<file path="src/rtl/recarb_pkg.sv">
// recarbitbank shared types: default sizes, pending-entry struct, helpers.
// Optional lock mode is enabled with RECARB_LOCK_EN.
package recarb_pkg;

  localparam int DEF_WIDTH = 16;
  localparam int DEF_CHANNELS = 4;
  localparam int DEF_AW = $clog2(DEF_CHANNELS);

  typedef struct packed {
    logic valid;
    logic [DEF_AW-1:0] ch;
    logic [DEF_WIDTH-1:0] data;
  } pend_t;

  function automatic logic in_range(
    input int unsigned a,
    input int unsigned n
  );
    return a < n;
  endfunction

endpackage

</file>
<file path="src/rtl/recarb_if.sv">
// recarbitbank bus: CPU access, LLC capture and status flags.
// Lock input lives on the top module under RECARB_LOCK_EN.
interface recarb_if
  import recarb_pkg::*;
#(
  parameter int WIDTH = DEF_WIDTH,
  parameter int CHANNELS = DEF_CHANNELS
);
  localparam int AW = $clog2(CHANNELS);

  logic cpu_we;
  logic cpu_re;
  logic [AW-1:0] cpu_addr;
  logic [WIDTH-1:0] cpu_wdata;
  logic [WIDTH-1:0] cpu_rdata;
  logic can_we;
  logic [AW-1:0] can_ch;
  logic [WIDTH-1:0] recidin;
  logic [CHANNELS-1:0] new_flags;
  logic [CHANNELS-1:0] ovr_flags;
  logic pend_busy;

  modport master (
    output cpu_we, cpu_re, cpu_addr, cpu_wdata,
    output can_we, can_ch, recidin,
    input cpu_rdata, new_flags, ovr_flags, pend_busy
  );

  modport slave (
    input cpu_we, cpu_re, cpu_addr, cpu_wdata,
    input can_we, can_ch, recidin,
    output cpu_rdata, new_flags, ovr_flags, pend_busy
  );

endinterface

</file>
<file path="src/rtl/recarb_pending.sv">
// One-entry pending buffer for captures that lost to a CPU write.
// Same behaviour with or without RECARB_LOCK_EN.
module recarb_pending #(
  parameter int WIDTH = 16,
  parameter int AW = 2
) (
  input  logic clk,
  input  logic rst,
  input  logic cw,
  input  logic [AW-1:0] cpu_addr,
  input  logic cv,
  input  logic coll,
  input  logic [AW-1:0] can_ch,
  input  logic [WIDTH-1:0] recidin,
  output logic cmt,
  output logic [AW-1:0] cmt_ch,
  output logic [WIDTH-1:0] cmt_data,
  output logic park,
  output logic drop,
  output logic [AW-1:0] drop_ch,
  output logic busy
);

  typedef struct packed {
    logic valid;
    logic [AW-1:0] ch;
    logic [WIDTH-1:0] data;
  } entry_t;

  entry_t ent;
  logic blocked;

  assign blocked = ent.valid && cw
                && cpu_addr == ent.ch;
  assign cmt = ent.valid && !blocked;
  assign drop = blocked && cv;
  // any capture arriving while blocked replaces the entry
  assign park = coll || drop;
  assign cmt_ch = ent.ch;
  assign cmt_data = ent.data;
  assign drop_ch = ent.ch;
  assign busy = ent.valid;

  always_ff @(posedge clk) begin
    if (!rst) begin
      ent <= '0;
    end else if (park) begin
      ent <= '{valid: 1'b1, ch: can_ch, data: recidin};
    end else if (cmt) begin
      ent.valid <= 1'b0;
    end
  end

endmodule

</file>
<file path="src/rtl/recarbitbank.sv">
// Receive-arbitration register bank: CPU writes win, LLC captures park.
// Define RECARB_LOCK_EN to add the lock port (drop captures on unread data).
module recarbitbank
  import recarb_pkg::*;
#(
  parameter int WIDTH = DEF_WIDTH,
  parameter int CHANNELS = DEF_CHANNELS
) (
  input logic clk,
  input logic rst,
`ifdef RECARB_LOCK_EN
  input logic lock,
`endif
  recarb_if.slave bus
);

  localparam int AW = $clog2(CHANNELS);

  logic [WIDTH-1:0] regs [CHANNELS];
  logic [WIDTH-1:0] regs_d [CHANNELS];
  logic [CHANNELS-1:0] new_q, new_d;
  logic [CHANNELS-1:0] ovr_q, ovr_d;
  logic [CHANNELS-1:0] held;
  logic [WIDTH-1:0] rdata_q;
  logic cw, cr, cv, coll, lk, direct;
  logic cmt, park, drop, busy;
  logic [AW-1:0] cmt_ch, drop_ch;
  logic [WIDTH-1:0] cmt_data;
  logic [1:0] src_v;
  logic [1:0][AW-1:0] src_ch;
  logic [1:0][WIDTH-1:0] src_d;

`ifdef RECARB_LOCK_EN
  assign lk = lock;
`else
  assign lk = 1'b0;
`endif

  assign cw = bus.cpu_we
           && in_range(32'(bus.cpu_addr), CHANNELS);
  assign cr = bus.cpu_re
           && in_range(32'(bus.cpu_addr), CHANNELS);
  assign cv = bus.can_we
           && in_range(32'(bus.can_ch), CHANNELS);
  assign coll = cw && cv
             && bus.cpu_addr == bus.can_ch;
  assign direct = cv && !park;

  recarb_pending #(
    .WIDTH(WIDTH),
    .AW(AW)
  ) u_pend (
    .clk(clk),
    .rst(rst),
    .cw(cw),
    .cpu_addr(bus.cpu_addr),
    .cv(cv),
    .coll(coll),
    .can_ch(bus.can_ch),
    .recidin(bus.recidin),
    .cmt(cmt),
    .cmt_ch(cmt_ch),
    .cmt_data(cmt_data),
    .park(park),
    .drop(drop),
    .drop_ch(drop_ch),
    .busy(busy)
  );

  // slot 0 is the pending commit, slot 1 the direct capture
  assign src_v = {direct, cmt};
  assign src_ch = {bus.can_ch, cmt_ch};
  assign src_d = {bus.recidin, cmt_data};

  always_comb begin
    regs_d = regs;
    new_d = new_q;
    ovr_d = ovr_q;
    held = new_q;
    if (cr) begin
      new_d[bus.cpu_addr] = 1'b0;
      ovr_d[bus.cpu_addr] = 1'b0;
    end
    if (cw) regs_d[bus.cpu_addr] = bus.cpu_wdata;
    if (drop) ovr_d[drop_ch] = 1'b1;
    for (int i = 0; i < 2; i++) begin
      if (src_v[i]) begin
        if (held[src_ch[i]]) ovr_d[src_ch[i]] = 1'b1;
        if (!(lk && held[src_ch[i]]))
          regs_d[src_ch[i]] = src_d[i];
        new_d[src_ch[i]] = 1'b1;
        held[src_ch[i]] = 1'b1;
      end
    end
  end

  always_ff @(posedge clk) begin
    if (!rst) begin
      regs <= '{default: '0};
      new_q <= '0;
      ovr_q <= '0;
      rdata_q <= '0;
    end else begin
      regs <= regs_d;
      new_q <= new_d;
      ovr_q <= ovr_d;
      if (bus.cpu_re)
        rdata_q <= cr ? regs[bus.cpu_addr] : '0;
    end
  end

  assign bus.cpu_rdata = rdata_q;
  assign bus.new_flags = new_q;
  assign bus.ovr_flags = ovr_q;
  assign bus.pend_busy = busy;

endmodule

</file>
<file path="src/flat_wrapper.sv">
// flat-port wrapper written by rule: the top's interface ports become plain ports
module recarbitbank_flat import recarb_pkg::*;
#(
  parameter int WIDTH = DEF_WIDTH,
  parameter int CHANNELS = DEF_CHANNELS
)
  (clk, rst, bus_cpu_we, bus_cpu_re, bus_cpu_addr, bus_cpu_wdata, bus_can_we, bus_can_ch, bus_recidin, bus_cpu_rdata, bus_new_flags, bus_ovr_flags, bus_pend_busy);
  recarb_if #(.WIDTH(WIDTH), .CHANNELS(CHANNELS)) bus_i ();
  input logic clk;
  input logic rst;
  input wire logic [$bits(bus_i.cpu_we)-1:0] bus_cpu_we;
  input wire logic [$bits(bus_i.cpu_re)-1:0] bus_cpu_re;
  input wire logic [$bits(bus_i.cpu_addr)-1:0] bus_cpu_addr;
  input wire logic [$bits(bus_i.cpu_wdata)-1:0] bus_cpu_wdata;
  input wire logic [$bits(bus_i.can_we)-1:0] bus_can_we;
  input wire logic [$bits(bus_i.can_ch)-1:0] bus_can_ch;
  input wire logic [$bits(bus_i.recidin)-1:0] bus_recidin;
  output wire logic [$bits(bus_i.cpu_rdata)-1:0] bus_cpu_rdata;
  output wire logic [$bits(bus_i.new_flags)-1:0] bus_new_flags;
  output wire logic [$bits(bus_i.ovr_flags)-1:0] bus_ovr_flags;
  output wire logic [$bits(bus_i.pend_busy)-1:0] bus_pend_busy;
  assign bus_i.cpu_we = bus_cpu_we;
  assign bus_i.cpu_re = bus_cpu_re;
  assign bus_i.cpu_addr = bus_cpu_addr;
  assign bus_i.cpu_wdata = bus_cpu_wdata;
  assign bus_i.can_we = bus_can_we;
  assign bus_i.can_ch = bus_can_ch;
  assign bus_i.recidin = bus_recidin;
  assign bus_cpu_rdata = bus_i.cpu_rdata;
  assign bus_new_flags = bus_i.new_flags;
  assign bus_ovr_flags = bus_i.ovr_flags;
  assign bus_pend_busy = bus_i.pend_busy;
  recarbitbank #(.WIDTH(WIDTH), .CHANNELS(CHANNELS)) u_core (.clk(clk), .rst(rst), .bus(bus_i));
endmodule
</file>
<file path="config.mk">
export PLATFORM = sky130hd
export DESIGN_NAME = recarbitbank_flat
export DESIGN_NICKNAME = d
export VERILOG_FILES = /design/src/rtl/recarb_pkg.sv /design/src/rtl/recarb_if.sv /design/src/rtl/recarb_pending.sv /design/src/rtl/recarbitbank.sv /design/src/flat_wrapper.sv
export SDC_FILE = /design/constraint.sdc
export NUM_CORES = 1
export LEC_CHECK = 0
export ABC_AREA = 1
export CAP_MARGIN = 0
export CORE_MARGIN = 2
export CORE_UTILIZATION = 45
export CTS_CLUSTER_SIZE = 30
export DETAILED_ROUTE_END_ITERATION = 10
export PLACE_DENSITY = 0.66
export SLEW_MARGIN = 20
export SYNTH_ARGS = -nofsm -noshare
export SYNTH_HDL_FRONTEND = slang
export SYNTH_HIERARCHICAL = 1
export SYNTH_SLANG_ARGS = --single-unit
</file>
<file path="constraint.sdc">
create_clock -name clk -period 3.35 [get_ports clk]
set_input_delay 0.67 -clock clk [delete_from_list [all_inputs] [get_ports clk]]
set_output_delay 0.67 -clock clk [all_outputs]
set_load 0.02 [all_outputs]
</file>
After elaboration in Yosys (flattened, before gate mapping):

Cells that the tools add are included.

* reductions and logical operators: 17
* multiplexer cells: 37
* order comparisons: 12
* eq/ne operators: 2
* bitwise operators: 12

Operators with widths (count)
* $bwmux 64: 3
* $mux 64: 3
* $demux 16 s2: 3
* $mux 16: 5
* $mux 4: 10
* $bmux 16 s2: 1
* $or 4x4->4: 6
* $logic_and 1x1->1: 13
* $ge 3x3->1 const B: 3
* $lt 2x3->1 const B: 3
* $lt 3x1->1 const B: 3
* $not 2->3: 3
* $and 4x4->4: 2
* $mux 1: 7
* $demux 1 s2: 3
* $ge 2x1->1 const B: 3
* $bmux 1 s2: 2
* $eq 2x2->1: 2
* $not 4->4: 1
* $logic_not 1->1: 2
* $reduce_bool 2->1: 1
* $logic_or 1x1->1: 1

* bits in registers: 107
* input port bits: 41
* word-level logic and storage cells: 90
* output and inout bits: 25

Depth between registers and ports, before layout:

* word-level depth: 15
* depth in mapped cells: 16
* gate-level depth less buffers: 14

Modules after synthesis:

The synthesis kept the hierarchy.

By module, submodules not included
* recarbitbank: instances 1, area an instance 5009.8 µm², cells an instance 755, seq. area each 1761.7 µm²
* recarb_pending: instances 1, area an instance 993.5 µm², cells an instance 137, seq. area each 380.4 µm²

Worst setup path before layout:

Ideal clock, no wire load.

* path type: input-to-reg
* from: in bus_cpu_we
* to: reg u_core/regs[10] in the netlist's numbering
* data arrival time: 2.496 ns
* setup slack: 0.735 ns
* cell stages on the path: 13
* buffers on the path: 4
* setup time: 0.119 ns
* cell sequence: buf_2 nand2_1 nor4_1 inv_2 buf_2 buf_2 nand2_1 nor2_2 nand2_1 nand2_1 buf_2 a211oi_1 nor2_1

* elaborated cells between the ends (all ways): 15
* classes of those cells: 5 x mux; 10 x reduce/logical

RTL lines
* start: declaration: RTL line flat_wrapper.sv:11 `input wire logic [$bits(bus_i.cpu_we)-1:0] bus_cpu_we;`
* $logic_and 1x1->1: RTL line recarbitbank.sv:45 `assign coll = cw && cv`
* $logic_and 1x1->1: RTL line recarbitbank.sv:46 `&& bus.cpu_addr == bus.can_ch;`
* via u_core.coll: RTL line recarbitbank.sv:25 `logic cw, cr, cv, coll, lk, direct;`
* $logic_or 1x1->1: RTL line recarb_pending.sv:38 `assign park = coll || drop;`
* via u_core.park: RTL line recarbitbank.sv:26 `logic cmt, park, drop, busy;`
* $logic_not 1->1: RTL line recarbitbank.sv:47 `assign direct = cv && !park;`
* $logic_and 1x1->1: RTL line recarbitbank.sv:47
* $mux 64: RTL line recarbitbank.sv:87 `if (src_v[i]) begin`
* end signal: assignment: RTL line recarbitbank.sv:104 `regs <= regs_d;`
* end: declaration: RTL line recarbitbank.sv:19 `logic [WIDTH-1:0] regs [CHANNELS];`

The timed path passes the listed nets, and every way through them passes these cells.
A chain may end at the register's enable or synchronous reset.

Worst setup path in the final report:

* from: in bus_cpu_addr[1]
* to: reg u_core/regs[61] in the netlist's numbering

* elaborated cells between the ends (all ways): 22
* classes of those cells: 2 x order compare; 2 x eq/ne; 8 x mux; 1 x bitwise; 9 x reduce/logical

RTL lines
* start: declaration: RTL line flat_wrapper.sv:13 `input wire logic [$bits(bus_i.cpu_addr)-1:0] bus_cpu_addr;`
* $eq 2x2->1: RTL line recarbitbank.sv:46
* $logic_and 1x1->1: RTL line recarbitbank.sv:46
* via u_core.coll: RTL line recarbitbank.sv:25
* $logic_or 1x1->1: RTL line recarb_pending.sv:38
* via u_core.park: RTL line recarbitbank.sv:26
* $logic_not 1->1: RTL line recarbitbank.sv:47
* $logic_and 1x1->1: RTL line recarbitbank.sv:47
* $mux 64: RTL line recarbitbank.sv:87

The timed path passes the listed nets, and every way through them passes these cells.

==> impl_metrics.json <==
{
  "synth_mux_area_frac": 0,
  "synth_top_family_by_area": "simple AND/OR/NAND/NOR gates",
  "hold-path-cell-count": 2,
  "hold_class": "reg2reg",
  "cts_root_buf": "clkbuf_16",
  "yosysWarnings": 6,
  "critPathKind": "in2reg",
  "tightest_slew_ns": 0.681,
  "drc_errors": 0,
  "synth.avg_cell_area_um2": 6.73,
  "stdcell_count": 1115,
  "die_area_um2": 14300,
  "grt_pass1_wl_mm": 28.8,
  "gp_congestion": 0.868,
  "min_period_ns": 2.74,
  "grt-ovfl-total": 0,
  "clk_pin_slew_worst_paths_ns": 0.07,
  "maxSlewHeadroom": 0.544,
  "placedCellCount": 1099,
  "ys.flop_type": "dfxtp_1",
  "grt_max_degree": 57,
  "hpwl_mm": 12.0,
  "wl_per_cell_um": 16.6,
  "drtAntennaViolNets": 0,
  "cts_buffer_depth": 2,
  "port_buffers": 65,
  "n_antenna_cell": 0,
  "worst_setup_path_start_kind": "input port",
  "cap_violations": 0,
  "cts_tree": "done",
  "synth_edf_count": 0,
  "yosys.area_share.simple": 0.284,
  "final_area_um2": 7050,
  "core_um2": 13100,
  "synth-compound-area-share": 0.240,
  "place_area_um2": 6760,
  "power.leakage_nw": 2.86,
  "num_vias": 6142,
  "ys_ff_latch": 107,
  "wl_mm": 18.6,
  "cp-end-kind": "flop",
  "drt_iter0_markers": 615,
  "synth-async-reset-ratio": 0,
  "antenna_found_initial": 0,
  "yosys.area_share.adder": 0,
  "numCtsBuffers": 9,
  "p_int_mw": 2.17,
  "yosysUniqueCellTypes": 30,
  "layout_commonest_cell": "nand2_1",
  "fillCellCount": 1348,
  "combPwrFrac": 0.173,
  "grtUsageTotal": 0.258,
  "post-cts-setup-buffers": 0,
  "arrival_ns": 2.98,
  "switching_share": 0.283,
  "layout_common_cells": "nand2_1, nor2_1, dfxtp_1",
  "nets": 975,
  "fin_crit_sh": 0.817,
  "yosysSeqAreaShare": 0.357,
  "power_mw": 3.02,
  "setup_violations": 0,
  "syn-cell-area_um2": 6000,
  "area_delta_synth_final_pct": 17.4,
  "syn_nets": 933,
  "synth-xor-area-share": 0,
  "netlist_instances": 892,
  "placementRows": 42,
  "cts.sinks": 107,
  "p_sw_uw": 854,
  "slew_violations": 0,
  "outcome": "complete, no violations",
  "cp.required_ns": 3.59,
  "fin_tns_setup_ns": 0,
  "clock_latency_ns": 0.36,
  "initial_utilization": 0.457,
  "seq_power_share": 0.467,
  "timing.final.ws_setup_ns": 0.613,
  "pwr-share-clk": 0.361,
  "hold_violations": 0,
  "ff2ff_path_depth": 12,
  "die-height_um": 120,
  "holdBufCountCts": 0,
  "rsz0062_at_grt": "no",
  "pre_cts_ws_ns": 0.318,
  "fp.dieW_um": 120,
  "finClkSkew_ns": 0.0144,
  "drive_gt1_frac": 0.0841,
  "cts.repair.resized": 0,
  "peakVddDrop_uv": 205,
  "pwr_density_cell_nw_per_um2": 429,
  "fmax_mhz": 365,
  "cts_max_level": 3,
  "firstDrtPassIters": 5,
  "worstPathMaxFanout": 16,
  "io_pins": 66,
  "grt_pass1_vias": 5379,
  "vias_per_cell": 5.51
}
==> critical path, stage by stage <==
cell and delay [ns]:
clkdlybuf4s50_1 0.56, inv_2 0.19, nor2_1 0.06, nor4_1 0.32, inv_2 0.06, nand2_1 0.08
nor2_2 0.06, nand2_1 0.35, nand2_1 0.09, buf_4 0.24, a211oi_1 0.22, nor2_1 0.06
==> sequential cells by signal (all words and copies together), names as in the netlist <==
| register | cells |
|---|---|
| u_core/bus.cpu_rdata | 16 |
| u_core/bus.new_flags | 4 |
| u_core/bus.ovr_flags | 4 |
| u_core/regs | 64 |
| u_core/u_pend/busy | 1 |
| u_core/u_pend/cmt_ch | 2 |
| u_core/u_pend/cmt_data | 16 |
==> cells in the mapped netlist, types with 4 or more instances <==
library cell,count,share of area
inv_2,4,0.0025
a211oi_1,30,0.038
nand2_1,151,0.094
o21ai_0,35,0.029
nand2_2,6,0.0063
buf_6,8,0.015
buf_2,22,0.018
inv_1,98,0.061
a21oi_2,18,0.026
a22oi_1,16,0.020
a31oi_1,16,0.017
clkbuf_1,25,0.016
nand3_1,92,0.077
a21oi_1,46,0.038
o211ai_1,54,0.068
dfxtp_1,107,0.36
nor2_1,140,0.088
==> path summary, 6_finish.rpt <==
path	start	endpoint	slack, ns
min	u_core/regs[34]	u_core/regs[34]	0.46
min reg2reg	u_core/regs[34]	u_core/regs[34]	0.46
max	bus_cpu_addr[1]	u_core/regs[61]	0.61
max reg2reg	u_core/u_pend/cmt_ch[0]	u_core/regs[61]	1.11
==> power by group through the flow <==
| stage | clock (mW) | combinational [mW] | sequential [mW] |
|---|---|---|---|
| 4_1_cts | 1.09 | 0.517 | 1.41 |
| 5_1_grt | 1.14 | 0.573 | 1.42 |
| 3_5_place_dp | 0 | 0.515 | 1.44 |
| 2_1_floorplan | 0 | 0.309 | 1.44 |
| 6_report | 1.09 | 0.522 | 1.41 |
| 3_3_place_gp | 0 | 0.513 | 1.44 |
==> layer usage <==
layer	part of all wire	GRT usage	wire (um)	vias to the layer above
met1	0.48	0.386	8910	2799
li1	-	-	-	3064
met5	0	0	0	-
met3	0.076	0.0314	1410	25
met4	0.018	0.0846	337	0
met2	0.43	0.383	7900	254
==> kinds of logic after synthesis <==
group | count (synthesis)
and+or+nand+nor | 402
AOI/OAI and AO/OA | 219
buffers and inverters | 164
DFF | 107
==> through the flow <==
stage / hold WS (ns) / utilization
floorplan: 0.437 / -
global placement: 0.450 / 0.514
detailed placement: 0.453 / 0.514
CTS: 0.464 / 0.536
global route: 0.482 / 0.536
finish: 0.464 / 0.536
==> area by class of cell <==
cell class | count | area [um2] | share of cell area
Tap cell | 176 | 220 | 0.0313
Clock buffer | 14 | 254 | 0.0361
Clock inverter | 2 | 35.0 | 0.00497
Inverter | 103 | 387 | 0.0549
Multi-Input combinational cell | 621 | 3150 | 0.447
Timing Repair Buffer | 92 | 861 | 0.122
Sequential cell | 107 | 2140 | 0.304
Power figures use the tool's default switching activity.
==> variant: new RTL, config.mk and constraints unchanged <==
Make the reset (`rst`) asynchronous in 2 clocked blocks.
--- a/src/rtl/recarb_pending.sv
+++ b/src/rtl/recarb_pending.sv
@@ -42,5 +42,5 @@
   assign busy = ent.valid;
 
-  always_ff @(posedge clk) begin
+  always_ff @(posedge clk or negedge rst) begin
     if (!rst) begin
       ent <= '0;
--- a/src/rtl/recarbitbank.sv
+++ b/src/rtl/recarbitbank.sv
@@ -95,5 +95,5 @@
   end
 
-  always_ff @(posedge clk) begin
+  always_ff @(posedge clk or negedge rst) begin
     if (!rst) begin
       regs <= '{default: '0};
Formal check against the unedited RTL: differs if rst is asserted again (counterexample within 4 cycles, from zero or initial values and one cycle with rst low); with rst held inactive, the same outputs for 4 cycles.
==> variant against the unedited design <==
Cell area grew 6.7%; global-route usage up 2.0 points; routed wire length grew 6.8%; area after synthesis increased by 6.8%; sequential cell count did not move; fmax rose by 0.70%; setup slack gained 0.019 ns; utilization grew 0.51 points; critical path type unchanged; critical endpoint is now u_core/regs[15].
Power is not compared: it rests on default switching activity, and its combinational part moved more than twofold at a synthesized area within 25%.
==> variant: results (changes against the unedited design) <==
outcome: "complete, no violations"  # unchanged
yosys_warnings: 6  # unchanged
cts-root-buf: "clkbuf_16"  # unchanged
top_register: "u_core/regs"  # unchanged
final_nets: 1037  # was 975
worst-r2r-setup-slack_ns: 0.94  # was 1.11 ns
tns_ns: 0  # unchanged
detail_route.iter0.violations: 638  # was 615
grt_pass1_vias: 5893  # was 5,379
post_drt_wl_per_cell_um: 16.77  # was 16.64 um
holdCritPathClass: "input pin to async pin"  # was register to register
yosys-top-cells-count: "455 x nand2_1, 107 x dfrtp_1, 82 x nand3_1, 71 x inv_1, 50 x a21oi_1"  # was 151 x nand2_1, 140 x nor2_1, 107 x dfxtp_1, 98 x inv_1, 92 x nand3_1
track_usage: 0.2774  # was 0.2577
grt_start_max_net_pins: 47  # was 57
first_pass_iters: 5  # unchanged
antenna_found_initial: 0  # unchanged
rr_worst_depth: 10  # was 12
dr_wl_met2_um: 8975  # was 7898 um
fin_worst_skew_ns: 0.006448  # was 0.01443 ns
cp_data_arrival_time_ns: 2.95  # was 2.98 ns
tightest_slew_ns: 0.8216  # was 0.6815 ns
place_hpwl_um: 12900  # was 12,000 um
wl_met3_um: 1856  # was 1411 um
numPlacedInstances: 1165  # was 1,099
r2r_start: "u_core/u_pend/cmt_ch[0]"  # unchanged
ys_seq_area_frac: 0.4176  # was 0.3568
cp_max_fo: 17  # was 16
async_flop_share: 1.000  # was 0
vias: 6264  # was 6,142
synth_top_flop_cell: "dfrtp_1"  # was dfxtp_1
synth_nets: 978  # was 933
drive_gt1_frac: 0.08891  # was 0.08413
grt_pass1_wl_um: 31960  # was 28,800 um
synth_cell_types: 33  # was 30
wl_met1_um: 8706  # was 8905 um
fin_hold_ws_ns: 0.3034  # was 0.4642 ns
r2r_end: "u_core/regs[15]"  # was u_core/regs[61]
dp_slack_ns: 0.2911  # was 0.3181 ns
avgSynthCellArea_um2: 6.842  # was 6.730 um^2
wl_um: 19810  # was 18,550 um
dpl-instance-area_um2: 7193  # was 6756 um^2
ir_drop_mv: 0.2606
place.gp.congestion: 0.8767  # was 0.8675
ys_top_cells_by_area: "dfrtp_1 42%, nand2_1 27%, nand3_1 6.4%, inv_1 4.2%, a21oi_1 3.9%"  # was dfxtp_1 36%, nand2_1 9.4%, nor2_1 8.8%, nand3_1 7.7%, o211ai_1 6.8%
fmax_ghz: 0.3680  # was 0.3654 GHz
variant: worst max path at each step:
| stage | start | end | cells after the start |
|---|---|---|---|
| final | bus_cpu_addr[1] | u_core/regs[15] | 11 |
| after global routing | bus_cpu_addr[0] | u_core/regs[26] | 13 |
| after CTS | bus_cpu_addr[0] | u_core/regs[30] | 13 |
| after detailed placement | bus_cpu_addr[0] | u_core/regs[30] | 13 |
| after global placement | bus_cpu_addr[1] | u_core/regs[15] | 11 |
| after floorplan | bus_cpu_addr[1] | u_core/bus.new_flags[0] | 13 |
variant: cell type report:
type / count / area (um^2)
Fill cell: 1429 / 6366
Sequential cell: 107 / 2678
Clock buffer: 12 / 266.5
Tap cell: 180 / 225.2
Multi-Input combinational cell: 698 / 3087
Clock inverter: 4 / 55.05
Inverter: 86 / 325.3
Timing Repair Buffer: 94 / 878.3
variant: report_power, final:
part | switching, mW | internal [mW] | total [mW]
clock network | 0.500 | 0.647 | 1.15
registers | 0.201 | 1.59 | 1.79
logic | 0.685 | 0.473 | 1.16
total | 1.39 | 2.71 | 4.09
variant: cells by family (layout without fill, tap and decap cells):
| kind of cell | Yosys count | in the layout | share of synthesized area |
|---|---|---|---|
| flip-flops | 107 | 107 | 0.4176 |
| AO/OA/AOI/OAI | 102 | 102 | 0.08138 |
| buffers and inverters | 132 | 196 | 0.1009 |
| AND/OR/NAND/NOR | 596 | 596 | 0.4001 |
variant: metal layers:
metal	vias up	global-route usage
met5	-	0
met4	0	0.07670
met3	27	0.05581
met2	271	0.4282
met1	2904	0.3963
li1	3062	-
variant: worst max-delay path: stages:
cell and delay [ns]:
clkdlybuf4s50_1 0.54, inv_1 0.08, nor2_1 0.18, nor2_4 0.08
a21boi_0 0.16, buf_4 0.17, nand3_2 0.29, inv_2 0.47
a21oi_1 0.14, nand2_1 0.09, o21ai_1 0.06
